$ cat src/rtl/box_track_ctrl.sv
// Per-frame box qualifier: SEARCH/CONFIRM/TRACK/COAST acquisition, edge smoothing
// and detector ROI steering (full frame while searching, box plus margin while tracking).
module box_track_ctrl #(
  parameter int H_ACT     = 640,
  parameter int V_ACT     = 480,
  parameter int CONFIRM_N = 3,
  parameter int LOST_N    = 8,
  parameter int MAX_JUMP  = 32,
  parameter int MARGIN    = 16,
  parameter int DATA_W    = 12
) (
  input  logic              clk,
  input  logic              rst_n,
  input  logic              box_stb,
  input  logic              force_search,
  input  logic [DATA_W-1:0] x_min_i,
  input  logic [DATA_W-1:0] x_max_i,
  input  logic [DATA_W-1:0] y_min_i,
  input  logic [DATA_W-1:0] y_max_i,
  output logic              trk_valid,
  output logic [1:0]        state_o,
  output logic [DATA_W-1:0] x_min_o,
  output logic [DATA_W-1:0] x_max_o,
  output logic [DATA_W-1:0] y_min_o,
  output logic [DATA_W-1:0] y_max_o,
  output logic [DATA_W-1:0] roi_x_min,
  output logic [DATA_W-1:0] roi_x_max,
  output logic [DATA_W-1:0] roi_y_min,
  output logic [DATA_W-1:0] roi_y_max
);

  localparam logic [1:0] S_SEARCH  = 2'd0;
  localparam logic [1:0] S_CONFIRM = 2'd1;
  localparam logic [1:0] S_TRACK   = 2'd2;
  localparam logic [1:0] S_COAST   = 2'd3;

  localparam logic [3:0]              CONFIRM_CNT = 4'(CONFIRM_N);
  localparam logic [3:0]              LOST_CNT    = 4'(LOST_N);
  localparam logic signed [DATA_W:0]  JUMP_S      = (DATA_W+1)'(MAX_JUMP);
  localparam logic signed [DATA_W:0]  MARGIN_S    = (DATA_W+1)'(MARGIN);
  localparam logic [DATA_W-1:0]       H_LAST      = DATA_W'(H_ACT - 1);
  localparam logic [DATA_W-1:0]       V_LAST      = DATA_W'(V_ACT - 1);

  // |a-b| <= MAX_JUMP on a widened signed difference so nothing wraps
  function automatic logic edge_near(input logic [DATA_W-1:0] a, input logic [DATA_W-1:0] b);
    logic signed [DATA_W:0] d;
    d = $signed({1'b0, a}) - $signed({1'b0, b});
    if (d < 0) d = -d;
    return d <= JUMP_S;
  endfunction

  function automatic logic [DATA_W-1:0] edge_avg(input logic [DATA_W-1:0] a, input logic [DATA_W-1:0] b);
    logic [DATA_W:0] s;
    s = {1'b0, a} + {1'b0, b} + (DATA_W+1)'(1);
    return s[DATA_W:1];
  endfunction

  function automatic logic [DATA_W-1:0] roi_lo(input logic [DATA_W-1:0] v);
    logic signed [DATA_W:0] d;
    d = $signed({1'b0, v}) - MARGIN_S;
    return (d < 0) ? '0 : d[DATA_W-1:0];
  endfunction

  function automatic logic [DATA_W-1:0] roi_hi(input logic [DATA_W-1:0] v, input logic [DATA_W-1:0] lim);
    logic [DATA_W:0] s;
    s = {1'b0, v} + MARGIN_S;
    return (s > {1'b0, lim}) ? lim : s[DATA_W-1:0];
  endfunction

  // Stage p0: capture the frame result and the abort request
  logic                         vld_p0, frc_p0;
  logic [3:0][DATA_W-1:0]       in_p0;

  always_ff @(posedge clk or negedge rst_n) begin
    if (!rst_n) begin
      vld_p0 <= 1'b0;
      frc_p0 <= 1'b0;
    end else begin
      vld_p0 <= box_stb;
      frc_p0 <= force_search;
    end
  end

  always_ff @(posedge clk) begin
    in_p0[0] <= x_min_i;
    in_p0[1] <= x_max_i;
    in_p0[2] <= y_min_i;
    in_p0[3] <= y_max_i;
  end

  // Stage p1: qualification state machine and tracked box
  logic [1:0]             state_p1, state_n;
  logic [3:0]             hit_p1, hit_n, miss_p1, miss_n, miss_inc;
  logic [3:0][DATA_W-1:0] box_p1, box_n, avg_box;
  logic                   found, consistent;

  always_comb begin
    found      = vld_p0 && (in_p0[1] > in_p0[0]) && (in_p0[3] > in_p0[2]);
    consistent = 1'b1;
    avg_box    = '0;
    for (int i = 0; i < 4; i++) begin
      consistent = consistent && edge_near(in_p0[i], box_p1[i]);
      avg_box[i] = edge_avg(box_p1[i], in_p0[i]);
    end
    miss_inc = ((state_p1 == S_TRACK) ? 4'd0 : miss_p1) + 4'd1;
  end

  always_comb begin
    state_n = state_p1;
    hit_n   = hit_p1;
    miss_n  = miss_p1;
    box_n   = box_p1;
    if (frc_p0) begin
      state_n = S_SEARCH;
      hit_n   = '0;
      miss_n  = '0;
      box_n   = '0;
    end else if (vld_p0) begin
      case (state_p1)
        S_SEARCH: begin
          if (found) begin
            box_n = in_p0;
            hit_n = 4'd1;
            if (CONFIRM_CNT == 4'd1) begin
              state_n = S_TRACK;
              miss_n  = '0;
            end else begin
              state_n = S_CONFIRM;
            end
          end
        end
        S_CONFIRM: begin
          if (found && consistent) begin
            box_n = in_p0;
            hit_n = hit_p1 + 4'd1;
            if (hit_p1 + 4'd1 == CONFIRM_CNT) begin
              state_n = S_TRACK;
              miss_n  = '0;
            end
          end else if (found) begin
            box_n = in_p0;
            hit_n = 4'd1;
          end else begin
            state_n = S_SEARCH;
            hit_n   = '0;
          end
        end
        default: begin
          if (found && consistent) begin
            state_n = S_TRACK;
            box_n   = avg_box;
            miss_n  = '0;
          end else if (miss_inc == LOST_CNT) begin
            state_n = S_SEARCH;
            box_n   = '0;
            hit_n   = '0;
            miss_n  = '0;
          end else begin
            state_n = S_COAST;
            miss_n  = miss_inc;
          end
        end
      endcase
    end
  end

  always_ff @(posedge clk or negedge rst_n) begin
    if (!rst_n) begin
      state_p1 <= S_SEARCH;
      hit_p1   <= '0;
      miss_p1  <= '0;
      box_p1   <= '0;
    end else begin
      state_p1 <= state_n;
      hit_p1   <= hit_n;
      miss_p1  <= miss_n;
      box_p1   <= box_n;
    end
  end

  assign trk_valid = (state_p1 == S_TRACK) || (state_p1 == S_COAST);
  assign state_o   = state_p1;
  assign x_min_o   = trk_valid ? box_p1[0] : '0;
  assign x_max_o   = trk_valid ? box_p1[1] : '0;
  assign y_min_o   = trk_valid ? box_p1[2] : '0;
  assign y_max_o   = trk_valid ? box_p1[3] : '0;

  // Stage p2: detector search window from the updated state and box
  always_ff @(posedge clk or negedge rst_n) begin
    if (!rst_n) begin
      roi_x_min <= '0;
      roi_x_max <= H_LAST;
      roi_y_min <= '0;
      roi_y_max <= V_LAST;
    end else if (trk_valid) begin
      roi_x_min <= roi_lo(box_p1[0]);
      roi_x_max <= roi_hi(box_p1[1], H_LAST);
      roi_y_min <= roi_lo(box_p1[2]);
      roi_y_max <= roi_hi(box_p1[3], V_LAST);
    end else begin
      roi_x_min <= '0;
      roi_x_max <= H_LAST;
      roi_y_min <= '0;
      roi_y_max <= V_LAST;
    end
  end

endmodule

$ cat config.mk
export PLATFORM = sky130hd
export DESIGN_NAME = box_track_ctrl
export DESIGN_NICKNAME = d
export VERILOG_FILES = /design/src/rtl/box_track_ctrl.sv
export SDC_FILE = /design/constraint.sdc
export NUM_CORES = 1
export LEC_CHECK = 0
export ABC_AREA = 1
export CORE_ASPECT_RATIO = 0.75
export CORE_MARGIN = 8
export CORE_UTILIZATION = 50
export CTS_CLUSTER_DIAMETER = 80
export DETAILED_ROUTE_END_ITERATION = 6
export PLACE_DENSITY_LB_ADDON = 0.05
export RECOVER_POWER = 25
export REMOVE_ABC_BUFFERS = 1
export SYNTH_ARGS = -nofsm -noshare
export SYNTH_HDL_FRONTEND = slang
export SYNTH_SLANG_ARGS = --single-unit
$ cat constraint.sdc
create_clock -name clk -period 3.75 [get_ports clk]
set_input_delay 0.75 -clock clk [delete_from_list [all_inputs] [get_ports clk]]
set_output_delay 0.75 -clock clk [all_outputs]
set_load 0.005 [all_outputs]
Yosys cells after proc, flatten, opt, wreduce, memory -nomap -nowiden
Cells that the tools add are included.

Flip-flop bits (word level): 156. Bits of input ports: 52. Output and inout bits: 99. Word-level logic and storage cells: 128.

Add/subtract/negate cells: 22. Order comparisons: 14. Eq/ne operators: 12. Muxes and demuxes: 48. Reductions and logical operators: 15.

Operator list (number): two-way mux 48 bit (6); two-way mux 12 bit (12); case mux 48 bit (2 select lines) (1); < comparator 13 x 1 -> 1 bit, second input constant (6); adder 12 x 12 -> 13 bit (4); adder 13 x 1 -> 13 bit, second input constant (4); <= comparator 13 x 7 -> 1 bit, second input constant (4); two-way mux 13 bit (4); two-way mux 4 bit (13); negator 13 bit (4); subtractor 12 x 12 -> 13 bit (4); adder 12 x 5 -> 13 bit, second input constant (2); subtractor 12 x 5 -> 13 bit, second input constant (2); > comparator 12 bit (2); two-way mux 2 bit (8); case mux 4 bit (2 select lines) (2); > comparator 13 x 10 -> 1 bit, second input constant (1); > comparator 13 x 9 -> 1 bit, second input constant (1); AND reduction 4 bit (3); inequality test 3 bit, second input constant (3); adder 4 x 1 -> 4 bit, second input constant (2); inequality test 4 bit, second input constant (2); logical AND 1 bit (6); nonzero test 5 bit (1); 13 further kinds (14).

Logic depth before layout (Yosys ltp)
Gate-level depths: netlist of run 1.

Word-level depth: 12. Gate-level depth with buffers: 29. Gate-level depth less buffers: 27.

Least setup slack after synthesis of run 1
OpenSTA, ideal clock, no wires.

Kind: reg-to-reg. Start: reg box_p1[36] (netlist bit). End: reg box_p1[32] (netlist bit). Library setup time: 116 ps. Data arrival time: 2936 ps. Required time: 3634 ps. Slack: 698 ps. Cell stages (with the launch flop): 25. Path buffers: 2. Clock period less this slack: 3052 ps. Path through: dfrtp_1 ha_1 fa_1 ha_1 inv_1 nor2_1 nand2_1 inv_2 nand2_2 nor2_1 nand2_1 nand2_1 nand2_1 nand2_1 nand3_1 nor2_1 nor2_2 nand2_4 nand4_4 nand3_2 nand2_2 buf_6 buf_2 nand2_1 nand2_1.

Longest elaborated chain between the ends: 10. Elaborated cells on any way between the ends: 14. Those cells by class: add/sub: 2; order compare: 2; mux: 6; reduce/logical: 4.

RTL lines: from (decl) (line 94) `logic [3:0][DATA_W-1:0] box_p1, box_n, avg_box;`; from (signal assigned) (line 177) `box_p1 <= box_n;`; subtractor 12 x 12 -> 13 bit * (line 47) `d = $signed({1'b0, a}) - $signed({1'b0, b});`; negator 13 bit / < comparator 13 x 1 -> 1 bit (equally long branches) (line 48) `if (d < 0) d = -d;`; two-way mux 13 bit * (line 48); <= comparator 13 x 7 -> 1 bit * (line 49) `return d <= JUMP_S;`; logical AND 1 bit * (line 102) `consistent = consistent && edge_near(in_p0[i], box_p1[i]);`; logical AND 1 bit * (line 133, 149); two-way mux 48 bit (on tied branches) (line 149, 133); case mux 48 bit (2 select lines) (line 119) `case (state_p1)`; two-way mux 48 bit (line 118) `end else if (vld_p0) begin`; two-way mux 48 bit (line 113) `if (frc_p0) begin`.

Mark *: on every way between the ends. The rest lies on a longest branch, timed or not. The select of a mux whose other input is x is not followed. A chain may end at the register's enable or synchronous reset.

Worst setup path in the final report of run 1
Start: reg box_p1[36] (netlist bit). End: reg box_p1[29] (netlist bit).

The elaborated chain is that of the path after synthesis.

==> results of run 1 <==
[worst max-delay path: cells and delay by family, from the launching register on]
kind                     cells  cell delay, ps
AND/OR/NAND/NOR             17            1880
adder cells (fa/ha/maj)      2             660
flip-flops                   1             430
buffers and inverters        2             330
AO/OA/AOI/OAI                1              80
[cell type report]
type / instances / area (µm²) / area share (%)
inverters: 334 / 1259 / 7.394
multi-input cells: 1591 / 8813 / 51.77
flip-flops and latches: 156 / 3691 / 21.68
well taps: 385 / 481.7 / 2.830
repair buffers: 214 / 2161 / 12.69
clock buffers: 19 / 452.9 / 2.661
clock inverters: 13 / 165.2 / 0.9702
[report_power, final]
group          total (W)  internal (W)  switching, W
clock network    0.00185       0.00108      0.000767
logic            0.00153      0.000548      0.000986
registers        0.00184       0.00175     0.0000894
total            0.00522       0.00338       0.00184
[worst min path at each step]
stage | startpoint | slack [ps] | to
finish | miss_p1[1] | 480 | miss_p1[1]
global route | miss_p1[3] | 540 | miss_p1[3]
CTS | rst_n | 410 | roi_x_min[1]
detailed placement | miss_p1[1] | 470 | miss_p1[1]
global placement | miss_p1[1] | 470 | miss_p1[1]
floorplan | rst_n | 450 | box_p1[0]
[cell families after synthesis]
family	Yosys count
flops	156
other cells	1
xor+xnor	67
fa+ha+maj	138
compound gates	300
simple gates	1081
buf+inv	422
[through the flow]
step                cells  util (%)  total power (W)
floorplan            2081         -         0.002909
global placement     2664     57.52         0.003336
detailed placement   2664     57.52         0.003350
CTS                  2696     59.74         0.005214
global route         2712     60.98         0.005551
finish               2712     60.98         0.005223
[cells in the mapped netlist, types with 6 or more instances]
library cell / number
o21ai_1: 7
nand4_1: 32
a21o_1: 7
a21oi_1: 104
dfstp_2: 16
nand2_2: 18
nand3b_1: 8
nor3_1: 17
fa_1: 8
buf_4: 6
xnor2_1: 9
nand2_1: 648
buf_2: 25
ha_1: 130
a21oi_2: 7
xor2_1: 57
inv_1: 314
buf_6: 10
dfrtp_1: 92
nand3_1: 181
nor2_1: 149
o21ai_0: 126
o21bai_1: 14
clkbuf_1: 42
inv_2: 20
dfxtp_1: 48
a211oi_1: 7
nor2_2: 7
[cells in the final DEF, fill, tap and decap left out, drive strengths merged, types with 6 or more instances in the layout]
| cell type | Yosys | layout |
|---|---|---|
| nand3 | 186 | 186 |
| a21oi | 116 | 116 |
| o21ai | 133 | 133 |
| dfxtp | 48 | 48 |
| xnor2 | 9 | 9 |
| o21bai | 14 | 14 |
| clkbuf | 43 | 26 |
| inv | 334 | 334 |
| a21o | 7 | 7 |
| ha | 130 | 130 |
| fa | 8 | 8 |
| nor2 | 159 | 159 |
| dfrtp | 92 | 92 |
| dfstp | 16 | 16 |
| clkdlybuf4s50 | 0 | 99 |
| nand2 | 667 | 667 |
| clkinv | 0 | 6 |
| nand4 | 33 | 33 |
| dlygate4sd3 | 0 | 50 |
| xor2 | 58 | 58 |
| a211oi | 7 | 7 |
| nor3 | 18 | 18 |
| buf | 45 | 58 |
| nand3b | 8 | 8 |
[what timing repair did]
item,CTS,global route
endpoints found under the hold margin,0,0
setup endpoints to repair,0,58
hold buffers,0,0
setup buffers,0,10
gates resized for setup,0,34
[sequential cells by signal, summed over array words and instances (netlist names)]
register and cells:
miss_p1 4, in_p0 48, frc_p0 1, hit_p1 4, roi_y_min 12, vld_p0 1, roi_y_max 12, roi_x_max 12
roi_x_min 12, state_o 2, box_p1 48
[metal layers]
metal	vias up	routed length, µm	track usage, %
li1	7133	-	-
met1	6426	19900	32.25
met2	446	19340	39.60
met3	59	2982	5.229
met4	6	820	6.714
met5	-	39	0
==> impl_metrics.tcl, run 1 <==
set metrics [dict create \
    numCtsBuffers 17 \
    max_stage_delay_ps 430 \
    max_slew_margin_pct -13.11 \
    period_share_pct 93.30 \
    fin_ws_ps 251.3 \
    crit_arrival_ps 3850 \
    synth_top_area_cell "nand2_1" \
    via_per_inst 5.188 \
    r2r-start "box_p1[36]" \
    fp.dieW_um 209.9 \
    hold_ws_ps 482.4 \
    synth-simple-area-share_pct 32.63 \
    critical_path_required_ps 4100 \
    crit_fanout 16 \
    fin_setup_tns_ps 0 \
    rows 53 \
    drv_slew 60 \
    port_buffers 150 \
    syn_inst 2165 \
    final_antenna_net_count 0 \
    reg2regPathDepth 22 \
    setup.worst_path.end "box_p1[29]" \
    crit_start "box_p1[36]" \
    die_h_um 161.5 \
    wl_per_cell_um 15.89 \
    r2r_end "box_p1[29]" \
    cp_slowest_cell "dfrtp_1" \
    dieArea_um2 33900 \
    violations "max-capacitance violations, max-slew violations" \
    r2r_slack_ps 250 \
    cts_root_buf "clkbuf_16" \
    ys_seq_elements 156 \
    clk_latency_ps 450 \
    period_needed_ps 3499 \
    dpl_worst_slack_ps 211.2 \
    dr.pass1.iters 5 \
    grt_pass1_vias 13140 \
    synth_compound_area_share_pct 12.20 \
    n_fill_cell 2599 \
    coreArea_um2 27920 \
    synthMuxAreaShare_pct 0 \
    yosysWarnings 0 \
    clock_sinks 156 \
    grt_max_degree 83 \
    nets 2504 \
    layout-drive-gt1-share_pct 9.110 \
    fin_worst_skew_ps 13.52 \
    syn_area_um2 14100 \
    antenna_found_initial 3 \
    via_count 14070 \
    crit_top_cell "nand2_1" \
    synth_area_leaders "nand2_1 (17%), dfrtp_1 (16%), ha_1 (12%), inv_1 (8.4%), dfxtp_1 (6.8%)" \
    tightest_slew_ps 1697 \
    power_density_nw_per_um2 306.8 \
    grt_usage_pct 24.33 \
    ys.flop_type "dfrtp_1" \
    synth_xor_area_share_pct 4.214 \
    cts_tree "built" \
    drtIter0Drc 1109 \
    synth_cell_types 54 \
    clk_pin_slew_worst_paths_ps 70 \
    crit_type "register to register" \
    hp-class "register to register" \
    route.detailed.drc 0 \
    vdd_drop_max_uv 332.0 \
    maxCapViolCount 1 \
    finalWirelength_mm 43.09 \
    ys_seq_area_share_pct 26.12 \
    dp.final_hpwl_mm 31.42 \
    finalSetupViolCount 0 \
    design_area_um2 17020 \
    status "complete, but fails checks" \
    synth_top_area_share_pct 17.24 \
    htreeDepth 4 \
    syn_avg_cell_area_um2 6.515 \
    hold-path-cell-count 2 \
    synth_edf_count 0 \
    initial_core_util_pct 50.52 \
    endpoint_kind "register" \
    placed_area_um2 16060 \
    async_flop_share_pct 69.23 \
    synth_top_family_by_area "simple AND/OR/NAND/NOR gates" \
    final-hold-violation-count 0 \
    area_growth_pct 20.70 \
    p_leak_nw 8.902 \
    startpoint_type "register" \
    gp_congestion 0.8857 \
    num_antenna_cells 0 \
    grt_pass1_wl_mm 67.96 \
    synth_fa_ha_area_share_pct 12.67 \
    grt_overflow 0 \
    clockBufferDepth 2 \
    max_freq_ghz 0.2858 \
    io_pins 151 \
    crit_path_cell_trace "ha_1 > fa_1 > nand3b_1 > nand2_2 > nand2_1 > nand2_2 > nand3_2 > nor2_2 > nand3_1 > nor2_1 > o21ai_0 > nand2_1 > nor2_1 > nor2_2 > nand2_4 > nand4_4 > nand3_2 > nand2_4 > clkinv_4 > clkbuf_16 > nand2_1 > nand2_1" \
]
No activity file was read; power rests on OpenSTA's default activity.
==> run 2: changes to the inputs <==
--- a/config.mk
+++ b/config.mk
@@ -9,6 +9,7 @@
 export CORE_ASPECT_RATIO = 0.75
 export CORE_MARGIN = 8
 export CORE_UTILIZATION = 50
+export CTS_BUF_LIST = sky130_fd_sc_hd__clkbuf_8
 export CTS_CLUSTER_DIAMETER = 80
 export DETAILED_ROUTE_END_ITERATION = 6
 export PLACE_DENSITY_LB_ADDON = 0.05
==> impl_metrics.tcl, run 2 (same netlist as run 1, synthesis figures left out) <==
set metrics [dict create \
    via_per_inst 5.182 \
    layout-drive-gt1-share_pct 9.235 \
    dp.cells 2664 \
    die_h_um 161.5 \
    cts_tree "built" \
    cp_slowest_cell "dfrtp_1" \
    dieArea_um2 33900 \
    final-hold-violation-count 0 \
    r2r_slack_ps 230 \
    antenna_found_initial 4 \
    endpoint_kind "register" \
    startpoint_type "register" \
    route.detailed.drc 0 \
    clockBufferDepth 2 \
    max_freq_ghz 0.2841 \
    fin_ws_ps 230.7 \
    fin_cells 2714 \
    mostFrequentLayoutCell "nand2_1" \
    cts_root_buf "clkbuf_8" \
    clock_sinks 156 \
    nets 2505 \
    initial_core_util_pct 50.52 \
    area_growth_pct 19.40 \
    postLayoutCoreUtil_pct 60.32 \
    drv_slew 60 \
    gp_congestion 0.8857 \
    vdd_drop_max_uv 286.4 \
    max_slew_margin_pct -13.86 \
    reg2regPathDepth 24 \
    numCtsBuffers 17 \
    power_density_nw_per_um2 284.2 \
    htreeDepth 4 \
    tightest_slew_ps 1708 \
    grt_pass1_vias 13050 \
    layout_common_cells "nand2_1 (644), inv_1 (313), nand3_1 (177)" \
    fin_setup_tns_ps 0 \
    wl_per_cell_um 15.89 \
    fin_worst_skew_ps 19.02 \
    p_leak_nw 8.814 \
    crit_path_cell_trace "ha_1 > fa_1 > nand3b_1 > nand2_2 > nand2_1 > nand2_1 > nand2_1 > nor2_2 > nor2_1 > nand2_1 > nand2_1 > nand3_1 > o21ai_0 > nand2_1 > nor2_1 > nor2_2 > nand2_4 > nand4_4 > nand3_2 > nand2_4 > clkinv_4 > clkbuf_16 > nand2_1 > nand2_1" \
    grt_max_degree 83 \
    fp.dieW_um 209.9 \
    hp-class "register to register" \
    period_needed_ps 3519 \
    crit_arrival_ps 3920 \
    finalWirelength_mm 43.13 \
    critical_path_required_ps 4150 \
    crit_type "register to register" \
    rows 53 \
    hold-path-cell-count 2 \
    crit_top_cell "nand2_1" \
    coreArea_um2 27920 \
    status "complete, but fails checks" \
    r2r_end "box_p1[24]" \
    largestRegisters "box_p1 (48), in_p0 (48)" \
    n_fill_cell 2653 \
    io_pins 151 \
    dpl_worst_slack_ps 211.2 \
    cts_hold_buf 0 \
    grt_usage_pct 24.28 \
    hold_ws_ps 491.4 \
    crit_fanout 16 \
    dr.pass1.iters 5 \
    max_stage_delay_ps 440 \
    grt_overflow 0 \
    port_buffers 150 \
    drtIter0Drc 1052 \
    clk_latency_ps 510 \
    r2r-start "box_p1[36]" \
    violations "max-capacitance violations, max-slew violations" \
    finalSetupViolCount 0 \
    via_count 14070 \
    maxCapViolCount 1 \
    final_antenna_net_count 0 \
    dp.final_hpwl_mm 31.42 \
    rsz0062_at_grt "yes" \
    min_from "miss_p1[1]" \
    hold_end "miss_p1[1]" \
    period_share_pct 93.85 \
    clk_pin_slew_worst_paths_ps 100 \
    grt_pass1_wl_mm 67.66 \
]
==> run 2: stage by stage <==
step	instance area [µm²]	total power, W
after floorplan	13660	0.002909
after global placement	16060	0.003336
after detailed placement	16060	0.003350
after CTS	16490	0.004773
after global routing	16840	0.005105
final	16840	0.004786
==> run 2: repair_timing <==
item	4_1_cts	5_1_grt
buffers inserted	0	10
setup endpoints to repair	0	58
gates resized for setup	0	37
hold endpoints to repair	0	0
==> run 2: how the worst max path moves through the flow <==
stage                    start    endpoint  depth (start not counted)
global route        box_p1[24]   box_p1[0]                         25
global placement    box_p1[41]   hit_p1[1]                         20
finish              box_p1[36]  box_p1[24]                         24
floorplan           state_o[1]   box_p1[0]                         10
CTS                 box_p1[12]   box_p1[8]                         24
detailed placement  box_p1[12]  box_p1[29]                         24
==> run 2: power breakdown <==
group | switching (W) | total [W] | internal [W]
Combinational | 0.000986 | 0.00154 | 0.000549
Sequential | 0.0000897 | 0.00184 | 0.00175
Clock | 0.000719 | 0.00141 | 0.000695
==> run 2: worst max-delay path: cells and delay by family (launching register included) <==
family,cells,cell delay (ps)
buffers and inverters,2,340
AO/OA/AOI/OAI,1,90
AND/OR/NAND/NOR,19,1870
adder cells (fa/ha/maj),2,660
flip-flops,1,440
==> run 2: per-layer routing <==
| metal | track usage, % | vias up | wire (µm) |
|---|---|---|---|
| li1 | - | 7133 | - |
| met1 | 32.20 | 6443 | 19990 |
| met2 | 39.51 | 427 | 19300 |
| met3 | 5.074 | 56 | 3021 |
| met4 | 6.905 | 6 | 778 |
| met5 | 0 | - | 44 |
==> run 2: cell type report <==
class | count | area (µm²) | share of cell area (%)
inverters | 334 | 1259 | 7.474
diodes | 1 | 2.502 | 0.01486
repair buffers | 215 | 2158 | 12.82
flip-flops and latches | 156 | 3692 | 21.92
well taps | 385 | 481.7 | 2.860
multi-input cells | 1591 | 8821 | 52.38
clock buffers | 19 | 261.5 | 1.553
clock inverters | 13 | 165.2 | 0.9807
